[src/rtl/wb_write_queue.sv]
`default_nettype none
// ============================================================================
// Module  : wb_write_queue
// Brief   : In-order writeback FIFO feeding the register file write port from
//           the load unit (priority) and the ALU, with decode hazard lookup.
// Revision: 1.0
// ============================================================================
module wb_write_queue #(
  parameter int DATA_WIDTH    = 32,
  parameter int ADDRESS_WIDTH = 5,
  parameter int DEPTH         = 4
) (
  input  logic                       clk,
  input  logic                       rst,
  input  logic                       alu_valid,
  output logic                       alu_ready,
  input  logic [ADDRESS_WIDTH-1:0]   alu_dest,
  input  logic [DATA_WIDTH-1:0]      alu_data,
  input  logic                       ld_valid,
  output logic                       ld_ready,
  input  logic [ADDRESS_WIDTH-1:0]   ld_dest,
  input  logic [DATA_WIDTH-1:0]      ld_data,
  output logic                       rg_wrt_en,
  output logic [ADDRESS_WIDTH-1:0]   rg_wrt_dest,
  output logic [DATA_WIDTH-1:0]      rg_wrt_data,
  input  logic [ADDRESS_WIDTH-1:0]   chk_addr1,
  input  logic [ADDRESS_WIDTH-1:0]   chk_addr2,
  output logic                       chk_pend1,
  output logic                       chk_pend2,
  output logic [$clog2(DEPTH+1)-1:0] count
);

  localparam int PW = $clog2(DEPTH);
  localparam int CW = $clog2(DEPTH+1);

  logic [ADDRESS_WIDTH-1:0] dest_mem [DEPTH];
  logic [DATA_WIDTH-1:0]    data_mem [DEPTH];
  logic [PW-1:0]            wr_ptr;
  logic [PW-1:0]            rd_ptr;

  logic                     full;
  logic                     empty;
  logic                     push_ld;
  logic                     push_alu;
  logic                     push;
  logic                     pop;
  logic [ADDRESS_WIDTH-1:0] push_dest;
  logic [DATA_WIDTH-1:0]    push_data;

  assign full      = (count == CW'(DEPTH));
  assign empty     = (count == '0);
  assign ld_ready  = !full;
  assign alu_ready = !full && !ld_valid;

  // Register x0 is never written: the handshake completes but nothing is queued.
  assign push_ld   = ld_valid && ld_ready && (ld_dest != '0);
  assign push_alu  = alu_valid && alu_ready && (alu_dest != '0);
  assign push      = push_ld || push_alu;
  assign push_dest = push_ld ? ld_dest : alu_dest;
  assign push_data = push_ld ? ld_data : alu_data;
  assign pop       = !empty;

  always_ff @(posedge clk or posedge rst) begin
    if (rst) begin
      wr_ptr <= '0;
      rd_ptr <= '0;
      count  <= '0;
      for (int i = 0; i < DEPTH; i++) begin
        dest_mem[i] <= '0;
        data_mem[i] <= '0;
      end
    end else begin
      if (push) begin
        dest_mem[wr_ptr] <= push_dest;
        data_mem[wr_ptr] <= push_data;
        wr_ptr           <= wr_ptr + PW'(1);
      end
      if (pop) begin
        rd_ptr <= rd_ptr + PW'(1);
      end
      if (push && !pop) begin
        count <= count + CW'(1);
      end else if (!push && pop) begin
        count <= count - CW'(1);
      end
    end
  end

  assign rg_wrt_en   = !empty;
  assign rg_wrt_dest = empty ? '0 : dest_mem[rd_ptr];
  assign rg_wrt_data = empty ? '0 : data_mem[rd_ptr];

  // An entry is occupied when its distance from the head is below count.
  always_comb begin
    logic [PW-1:0] offset;
    chk_pend1 = 1'b0;
    chk_pend2 = 1'b0;
    offset    = '0;
    for (int i = 0; i < DEPTH; i++) begin
      offset = PW'(i) - rd_ptr;
      if ({1'b0, offset} < (PW+1)'(count)) begin
        if ((chk_addr1 != '0) && (dest_mem[i] == chk_addr1)) chk_pend1 = 1'b1;
        if ((chk_addr2 != '0) && (dest_mem[i] == chk_addr2)) chk_pend2 = 1'b1;
      end
    end
  end

endmodule
`default_nettype wire

[config.mk]
export PLATFORM = sky130hd
export DESIGN_NAME = wb_write_queue
export DESIGN_NICKNAME = d
export VERILOG_FILES = /design/src/rtl/wb_write_queue.sv
export SDC_FILE = /design/constraint.sdc
export NUM_CORES = 1
export LEC_CHECK = 0
export BUFFER_PORTS_ARGS = -buffer_cell sky130_fd_sc_hd__buf_2
export CAP_MARGIN = 0
export CORE_MARGIN = 5
export CORE_UTILIZATION = 57
export DETAILED_ROUTE_END_ITERATION = 16
export PLACE_DENSITY = 0.87
export SYNTH_ARGS = -nofsm -noshare
export SYNTH_HDL_FRONTEND = slang
export SYNTH_SLANG_ARGS = --single-unit
[constraint.sdc]
create_clock -name clk -period 5 [get_ports clk]
set_input_delay 0.25 -clock clk [delete_from_list [all_inputs] [get_ports clk]]
set_output_delay 0.25 -clock clk [all_outputs]
set_load 0.005 [all_outputs]
==> results_dict.tcl <==
set metrics [dict create \
    netlist.area_leader.share_pct 48.5 \
    synth_cells 744 \
    totalPowerFinal_mw 6.27 \
    synthArstFlopShare_pct 100 \
    die_w_um 128 \
    drtPass1Iterations 5 \
    cts-root-buf "clkbuf_16" \
    path_class "reg -> reg" \
    vias 5957 \
    wl_met2_mm 9.45 \
    place_area_um2 8550 \
    p_per_area_nw_per_um2 687 \
    synth.most_common_cell "dfrtp_1" \
    worst_pin_slew_ns 1.09 \
    drc_errors 0 \
    wirelength_met1_mm 7.70 \
    drt-vias-per-instance 5.75 \
    routed.top_layer "met4" \
    arrival_ns 3.14 \
    seq_area_um2 3880 \
    cp.required_ns 5.34 \
    syn2layout_area_growth_pct 13.9 \
    clk_path_buf_depth 2 \
    ys.flop_type "dfrtp_1" \
    die-height_um 128 \
    grt_remaining_overflow 0 \
    end_kind "flip-flop" \
    synth_area_leaders "dfrtp_1 48%, mux4_2 10%, nand2_1 7.0%" \
    ant_nets 0 \
    grt_max_degree 112 \
    antenna_found_initial 0 \
    avgSynthCellArea_um2 10.8 \
    drv_cap 0 \
    multiInputGateArea_um2 3670 \
    worstPathMaxFanout 10 \
    timing.fmax_ghz 0.357 \
    io_buffers 132 \
    ctsHoldBuffers 0 \
    ys_seq_elements 155 \
    r2r-start "count[2]" \
    ctsResizeCount 0 \
    cts_sinks 155 \
    r2r_cells 9 \
    report.final.setup_viol 0 \
    seq_area_frac_synth_pct 48.5 \
    cts_tree "built" \
    hpwl_mm 12.2 \
    cts_buffers 17 \
    ys_warn_count 0 \
    ioPinCount 133 \
    start_util_pct 57.9 \
    cts_setup_buffers 0 \
    wl_met3_mm 1.07 \
    leakage_nw 4.30 \
    syn_area_um2 8000 \
    finalInstanceArea_um2 9120 \
    drive_above_1_share_pct 26.1 \
    ys_types 41 \
    htreeDepth 4 \
    finalWirelength_mm 18.6 \
    core_area_um2 13800 \
    fp.dieArea_um2 16500 \
    diodes 0 \
    timing.slew.headroom_pct 26.8 \
    clock_skew_ns 0.00609 \
    rows 43 \
    startpoint "count[2]" \
    final_nets 941 \
    wl_per_cell_um 18.0 \
    drtIter0Drc 559 \
    filler_cell_count 1006 \
    fin_hold_ws_ns 0.0381 \
    grt.total_usage_pct 23.2 \
    synth_nets 842 \
    synth_top_cells_by_count "155 x dfrtp_1, 150 x nand2_1, 103 x o21ai_0, 46 x o21ai_1" \
    synth-edff-count 0 \
    gp_congestion 0.957 \
    rsz0062_at_grt "no" \
    start_kind "flip-flop" \
    grt_pass1_wl_mm 30.0 \
    grt_pass1_vias 5941 \
    maxSlewViolCount 0 \
    finalHoldViolations 0 \
    synth_area_leader_cell "dfrtp_1" \
    finalSetupTns_ns 0 \
    timing.final.crit_share_pct 56.0 \
    status "finished, final reports clean" \
    clk_pin_slew_ns 0.06 \
    layout_min_cycle_time_ns 2.80 \
    worstHoldPathType "in -> async" \
    peakVddDrop_mv 0.308 \
    clock_latency_ns 0.42 \
]
==> area by class of cell <==
class,count,area share [%]
sequential,155,42.6
multi-input combinational,517,40.2
timing repair buffer,141,7.99
clock buffer,23,5.24
tap,180,2.47
clock inverter,9,0.988
inverter,11,0.508
==> metrics by stage <==
step	std cells	utilization, %	setup slack [ns]
CTS	1036	65.9	2.17
global route	1036	65.9	2.01
finish	1036	65.9	2.20
global placement	1004	61.8	2.14
floorplan	744	-	0.572
detailed placement	1004	61.8	2.05
==> worst max-delay path: stages (launching register included) <==
cell	delay, ns
dfrtp_1	0.47
nor3b_2	0.22
a211oi_2	0.59
or2_0	0.35
ha_1	0.24
inv_1	0.06
fa_1	0.37
xor2_1	0.15
nor2_1	0.11
xor2_1	0.16
==> routing by layer <==
metal | vias to the layer above | GRT usage (%)
met5 | - | 0
met2 | 225 | 39.3
met4 | 0 | 7.12
li1 | 2764 | -
met3 | 31 | 4.86
met1 | 2937 | 30.4
==> where the power goes <==
part	leakage, nW	switching (mW)	total, mW	internal [mW]
combinational	2.11	1.41	2.76	1.35
clock	0.262	0.503	1.23	0.725
sequential	1.93	0.425	2.28	1.85
==> sequential cells by signal, summed over array words and instances (netlist names) <==
register,count
data_mem,128
count,3
wr_ptr,2
dest_mem,20
rd_ptr,2
==> cell usage in the layout, fill, tap and decap left out, drive strengths merged <==
cell,n
a21boi,1
buf,141
or3,1
o211ai,1
nand2,150
and2,37
bufinv,1
nand3,8
mux2i,36
o211a,1
dfrtp,155
inv,11
o21ai,153
mux2,1
or4,1
clkbuf,23
mux4,37
o22ai,2
nor4,10
nand2b,3
nor3b,1
clkinvlp,5
clkinv,3
xor2,18
nor2b,1
o21ba,2
nor2,5
a211oi,1
a21oi,3
fa,1
xnor2,29
ha,9
nor3,3
a32oi,1
or2,1
==> logic make-up after synthesis <==
group                    Yosys count  share of synthesized area, %
adder cells (fa/ha/maj)           10                          1.66
flip-flops                       155                          48.5
multiplexers                      74                          15.1
buffers and inverters             72                          6.18
AO/OA/AOI/OAI                    165                          11.1
XOR/XNOR                          47                          5.14
AND/OR/NAND/NOR                  221                          12.4
==> path summary, 6_finish.rpt <==
kind / slack, ns / end
setup / recovery: 2.20 / count[2]
min in group clk: 0.18 / data_mem[124]
max in group asynchronous: 3.76 / data_mem[113]
hold reg to reg: 0.48 / data_mem[27]
hold / removal: 0.04 / data_mem[28]
setup reg to reg: 2.20 / count[2]
Power figures use the tool's default switching activity.
